===== src/rtl/cache_perf_mon.sv =====
`default_nettype none
// ============================================================================
// Module      : cache_perf_mon
// Description : Cache performance monitor. NUM_CH event counters plus one
//               cycle counter, gated by a small IDLE/RUN/FROZEN controller,
//               with sticky overflow flags and a registered readout mux.
// Revision    : 1.0 - initial release
// ============================================================================
module cache_perf_mon #(
    parameter int NUM_CH   = 4,
    parameter int CNT_W    = 32,
    parameter int SAT_MODE = 0,
    parameter int SEL_W    = 5
) (
    input  logic              clk,
    input  logic              rst,
    input  logic              start,
    input  logic              en,
    input  logic [NUM_CH-1:0] evt,
    input  logic              halt,
    input  logic              clr,
    input  logic [SEL_W-1:0]  rd_sel,
    output logic [CNT_W-1:0]  rd_data,
    output logic [NUM_CH:0]   ovf,
    output logic              frozen,
    output logic              running
);

    // Counter slot NUM_CH holds the cycle counter; slots below are channels.
    localparam int               c_NUM_CNT  = NUM_CH + 1;
    localparam logic [CNT_W-1:0] c_ALL_ONES = '1;
    localparam logic [CNT_W-1:0] c_ONE      = CNT_W'(1);

    typedef enum logic [1:0] {
        S_IDLE   = 2'd0,
        S_RUN    = 2'd1,
        S_FROZEN = 2'd2
    } stateT;

    stateT                             r_state;
    stateT                             w_nextState;
    logic [c_NUM_CNT-1:0][CNT_W-1:0]   r_cnt;
    logic [NUM_CH:0]                   r_ovf;
    logic [NUM_CH:0]                   w_inc;
    logic [CNT_W-1:0]                  r_rdData;
    logic [CNT_W-1:0]                  w_rdMux;
    logic                              w_count;

    // Counting happens only in RUN with en high; a clear in the same cycle wins.
    assign w_count = (r_state == S_RUN) && en && !clr;

    generate
        for (genvar gi = 0; gi < NUM_CH; gi++) begin : g_inc
            assign w_inc[gi] = w_count & evt[gi];
        end
    endgenerate
    assign w_inc[NUM_CH] = w_count;

    // State register.
    always_ff @(posedge clk) begin
        if (rst) begin
            r_state <= S_IDLE;
        end else begin
            r_state <= w_nextState;
        end
    end

    // Next-state logic: clr beats halt beats start; FROZEN only leaves via clr/rst.
    always_comb begin
        w_nextState = r_state;
        if (clr) begin
            w_nextState = S_IDLE;
        end else begin
            case (r_state)
                S_IDLE:   if (start) w_nextState = S_RUN;
                S_RUN:    if (halt)  w_nextState = S_FROZEN;
                S_FROZEN: w_nextState = S_FROZEN;
                default:  w_nextState = S_IDLE;
            endcase
        end
    end

    // Counters and sticky overflow flags; at all-ones either wrap or saturate.
    always_ff @(posedge clk) begin
        if (rst || clr) begin
            r_cnt <= '0;
            r_ovf <= '0;
        end else begin
            for (int i = 0; i < c_NUM_CNT; i++) begin
                if (w_inc[i]) begin
                    if (r_cnt[i] == c_ALL_ONES) begin
                        r_ovf[i] <= 1'b1;
                        if (SAT_MODE == 0) begin
                            r_cnt[i] <= '0;
                        end
                    end else begin
                        r_cnt[i] <= r_cnt[i] + c_ONE;
                    end
                end
            end
        end
    end

    // Readout select; out-of-range selects return zero.
    always_comb begin
        w_rdMux = '0;
        for (int i = 0; i < c_NUM_CNT; i++) begin
            if (rd_sel == SEL_W'(i)) begin
                w_rdMux = r_cnt[i];
            end
        end
    end

    // Readout register samples pre-increment (and pre-clear) counter values.
    always_ff @(posedge clk) begin
        if (rst) begin
            r_rdData <= '0;
        end else begin
            r_rdData <= w_rdMux;
        end
    end

    assign rd_data = r_rdData;
    assign ovf     = r_ovf;
    assign frozen  = (r_state == S_FROZEN);
    assign running = (r_state == S_RUN);

endmodule
`default_nettype wire


===== config.mk =====
export PLATFORM = sky130hd
export DESIGN_NAME = cache_perf_mon
export DESIGN_NICKNAME = d
export VERILOG_FILES = /design/src/rtl/cache_perf_mon.sv
export SDC_FILE = /design/constraint.sdc
export NUM_CORES = 1
export LEC_CHECK = 0
export CAP_MARGIN = 20
export CORE_MARGIN = 1
export CORE_UTILIZATION = 40
export CTS_CLUSTER_DIAMETER = 60
export DETAILED_ROUTE_END_ITERATION = 10
export HOLD_SLACK_MARGIN = 0.02
export MAX_ROUTING_LAYER = met4
export PLACE_DENSITY_LB_ADDON = 0.12
export SLEW_MARGIN = 25
export SYNTH_ARGS = -nofsm -noshare
export SYNTH_HDL_FRONTEND = slang
export SYNTH_SLANG_ARGS = --single-unit
export TNS_END_PERCENT = 20

===== constraint.sdc =====
create_clock -name clk -period 3.9 [get_ports clk]
set_clock_uncertainty 0.2 [all_clocks]
set_input_delay 1.17 -clock clk [delete_from_list [all_inputs] [get_ports clk]]
set_output_delay 1.17 -clock clk [all_outputs]
set_load 0.05 [all_outputs]

Word-level counts from Yosys, hierarchy flattened
Index checks and enable logic that the tools add are counted.

Flip-flop bits (word level): 199. Bits of input ports: 15. Output and inout bits: 39.

Add/sub/neg operators: 5. Equality and inequality tests: 13. Multiplexer cells: 13. Bitwise logic cells: 4. Reductions and logical operators: 13.

Operators with widths (count): two-way mux 32 bit (10); adder 32 x 1 -> 32 bit (second input constant) (5); == test 32 bit (second input constant) (5); AND reduction 2 bit (6); == test 5 x 2 -> 1 bit (second input constant) (2); one-hot mux 2 bit (3 select lines) (1); == test 5 x 1 -> 1 bit (second input constant) (1); == test 5 x 3 -> 1 bit (second input constant) (1); zero test 5 bit (1); bitwise AND 1 bit (4); two-way mux 2 bit (2); != test 2 bit (second input constant) (2); == test 2 x 1 -> 1 bit (second input constant) (1); == test 2 bit (second input constant) (1); logical AND 1 bit (2); zero test 2 bit (1); OR reduction 2 bit (1); zero test 1 bit (1); logical OR 1 bit (1).

Longest topological paths before layout
Depth in word-level cells: 6. Gate-level depth with buffers: 10. Depth with buffers taken out: 7.

Worst setup path before layout
No wires, ideal clock.

Path type: input to register. Start: in en. End: reg r_cnt[132] (netlist bit). Setup time: 0.117 ns. Arrival: 2.587 ns. Setup slack: 0.996 ns. Stages: 8. Buffers on the path: 3. Cell sequence: buf_4 nand3b_2 nor4_4 and3_1 buf_2 nand2b_1 buf_2 nor2_1.

Word-level cells in the longest chain between the ends: 2.

Ends and longest elaborated chain: start, declared (line 18) `input logic en,`; logical AND 1 bit (2 in a row) (line 50) `assign w_count = (r_state == S_RUN) && en && !clr;`; end signal, assigned by index (line 97) `r_cnt[i] <= r_cnt[i] + c_ONE;`; end, declared (line 42) `logic [c_NUM_CNT-1:0][CNT_W-1:0] r_cnt;`.

Every way passes these cells. A chain may end at the register's enable or synchronous reset.

Final worst setup path
Start: reg r_state[1]. End: out running.

Word-level cells in the longest chain between the ends: 1.

Ends and longest elaborated chain: start, declared (line 40) `stateT r_state;`; start signal, assigned (line 64) `r_state <= w_nextState;`; == test 2 x 1 -> 1 bit (line 126) `assign running = (r_state == S_RUN);`; end, declared (line 26) `output logic running`.

Every way passes these cells.

==> results_dict.tcl <==
set metrics [dict create \
    status "completed" \
    grt_pass1_wl_mm 44.87 \
    hold_viol 0 \
    num_antenna_cells 0 \
    wl_mm 28.94 \
    leakage_nw 3.570 \
    syn_area_mm2 0.009462 \
    coreArea_mm2 0.02292 \
    ctsLongestPathBuffers 2 \
    start_util 0.4129 \
    cts_setup_buffers 0 \
    fmax_mhz 291.7 \
    layout_commonest_cell "dfxtp_1" \
    synthSimpleGateAreaFrac 0.2958 \
    gr-usage-met3 0.03528 \
    finalCriticalPeriod_ns 3.428 \
    finalSetupViolations 0 \
    grtUsageMet2 0.3890 \
    grt_pass1_vias 7562 \
    start_kind "flip-flop" \
    antenna_found_initial 1 \
    async_flop_share 0 \
    rrSetupSlack_ns 1.40 \
    first_pass_iters 5 \
    boundaryPins 54 \
    cts.clk_slew.worst_paths_ns 0.07 \
    relSlewSlack 0.5866 \
    die_h_um 155.8 \
    detail_route.wl_per_cell_um 19.49 \
    drive_above_1_share 0.08191 \
    muxShareOfSynthArea 0.006612 \
    p_per_area_mw_per_mm2 352.1 \
    routed_via_density 5.648 \
    grtUsageMet1 0.3485 \
    drt_iter0_drc 804 \
    period_share 0.8789 \
    syn_avg_cell_area_um2 8.601 \
    rows 55 \
    synth_seq_cells 199 \
    synthXorXnorAreaFrac 0.1157 \
    cp_data_required_time_ns 2.53 \
    vdd_drop_max_mv 0.2142 \
    grt-ovfl-total 0 \
    layout_common_cells "199 x dfxtp_1, 164 x nor2_1, 83 x xor2_1" \
    worstSetupPathType "flip-flop to output pin" \
    grt_usage 0.2535 \
    synth_edf_count 0 \
    cts.sinks 199 \
    hold_class "flip-flop to flip-flop" \
    grt_max_degree 34 \
    num_vias 8387 \
    syn_nets 1123 \
    synth_top_family_by_area "simple AND/OR/NAND/NOR gates" \
    syn_inst 1100 \
    portBuffers 53 \
    rsz0062_at_grt "false" \
    seq_area_frac_synth 0.4211 \
    synth_compound_area_frac 0.1180 \
    post-route-util 0.4839 \
    clock_latency_ns 0.45 \
    cts_resized 0 \
    dieArea_mm2 0.02427 \
    setup_tns_ns 0 \
    arrival_ns 2.06 \
    synth_cell_type_count 53 \
    synth_ff_type "dfxtp_1" \
    postCtsHoldBufs 0 \
    top_usage_layer "met2" \
    crit_fanout 11 \
    globalplace.congestion 0.8712 \
    ant_nets 0 \
    h-tree-depth 4 \
    max_slew.worst_pin.slew_ns 0.6144 \
    maxCapViolCount 0 \
    num-nets-final 1182 \
    cp-end-kind "output pin" \
    yosysWarnings 0 \
    die_w_um 155.8 \
    dp_hpwl_mm 21.67 \
    finalMaxSlewViolations 0 \
    fill_cells 2204 \
    clockRootBuffer "clkbuf_16" \
    finalPower_w 0.003904 \
    drc 0 \
    cts_buffers 17 \
    cts_tree "built" \
    synth_adder_area_share 0.01058 \
    area.growth.synth_to_final_pct 17.20 \
]
## where the power goes
part	switching [W]	leakage, nW	total (W)	internal (W)
combinational	0.0000890	1.70	0.000134	0.0000449
sequential	0.00000166	1.60	0.00203	0.00203
clock	0.000822	0.272	0.00174	0.000914
total	0.000912	3.57	0.00390	0.00299
## routing by layer
layer,wire (um),up-vias
met2,13190,261
met3,1742,25
met4,448,0
met5,0,-
li1,-,4096
met1,13560,4005
## synthesized netlist by cell type, types with 2 or more instances
library cell	count	area share
a211oi_1	11	0.0087
a21oi_1	37	0.020
a221o_1	10	0.011
a22o_1	2	0.0019
a22oi_1	44	0.035
a31oi_1	23	0.015
and2_1	7	0.0046
and3_1	23	0.015
and4_1	21	0.019
and4b_1	3	0.0032
buf_2	19	0.010
buf_4	3	0.0024
buf_6	3	0.0036
clkbuf_1	27	0.011
dfxtp_1	199	0.42
ha_1	8	0.011
inv_1	14	0.0056
mux2_2	2	0.0024
mux2i_1	4	0.0042
nand2_1	79	0.031
nand2b_1	8	0.0053
nand3_1	65	0.034
nand4_1	62	0.041
nand4_2	4	0.0053
nand4b_1	3	0.0028
nor2_1	164	0.065
nor3_1	21	0.011
nor3_2	2	0.0021
nor4_1	19	0.013
nor4_2	3	0.0040
nor4_4	4	0.0090
nor4b_1	2	0.0019
o21a_1	4	0.0032
o21ai_0	33	0.017
o21ai_1	2	0.0011
or2_2	3	0.0020
or3_1	20	0.013
or4_1	4	0.0032
xnor2_1	42	0.039
xor2_1	83	0.077
## kinds of logic after synthesis
group,count (synthesis)
compound gates,172
xor+xnor,125
fa+ha+maj,8
buf+inv,66
flops,199
mux,6
simple gates,524
## critical path, stage by stage, from the launching register on
cell	delay (ns)
dfxtp_1	0.31
inv_1	0.09
ha_1	0.15
buf_4	0.24
clkdlybuf4s50_1	0.84
## sequential cells by signal (all words and copies together) (netlist names)
register  cells
ovf           5
r_state       2
r_cnt       160
rd_data      32
## per-stage QoR
stage                     cell area, um^2  worst slack (ns)  hold slack, ns  std cells
after CTS                           11090            0.4558          0.2627       1485
after global placement              10520           0.08436          0.2380       1453
after floorplan                      9462            0.9955          0.2645       1100
final                               11090            0.4721          0.2518       1485
after global routing                11090            0.3440          0.2818       1485
after detailed placement            10520           0.07732          0.2502       1453
## final timing paths
path	cells after the start	to	from
worst max-delay path	4	running	r_state[1]
worst min-delay path	2	ovf[1]	ovf[1]
worst max register to register	9	r_cnt[28]	r_state[1]
worst min register to register	2	ovf[1]	ovf[1]
## area by class of cell
type                            instances  area (um^2)  share of cell area
Inverter                               14        52.55            0.004739
Clock inverter                         11        116.4             0.01049
Timing Repair Buffer                   92        898.4             0.08101
Sequential cell                       199         3984              0.3592
Multi-Input combinational cell        835         5196              0.4686
Clock buffer                           21        450.4             0.04062
Tap cell                              313        391.6             0.03532
No activity file was read; power rests on OpenSTA's default activity.
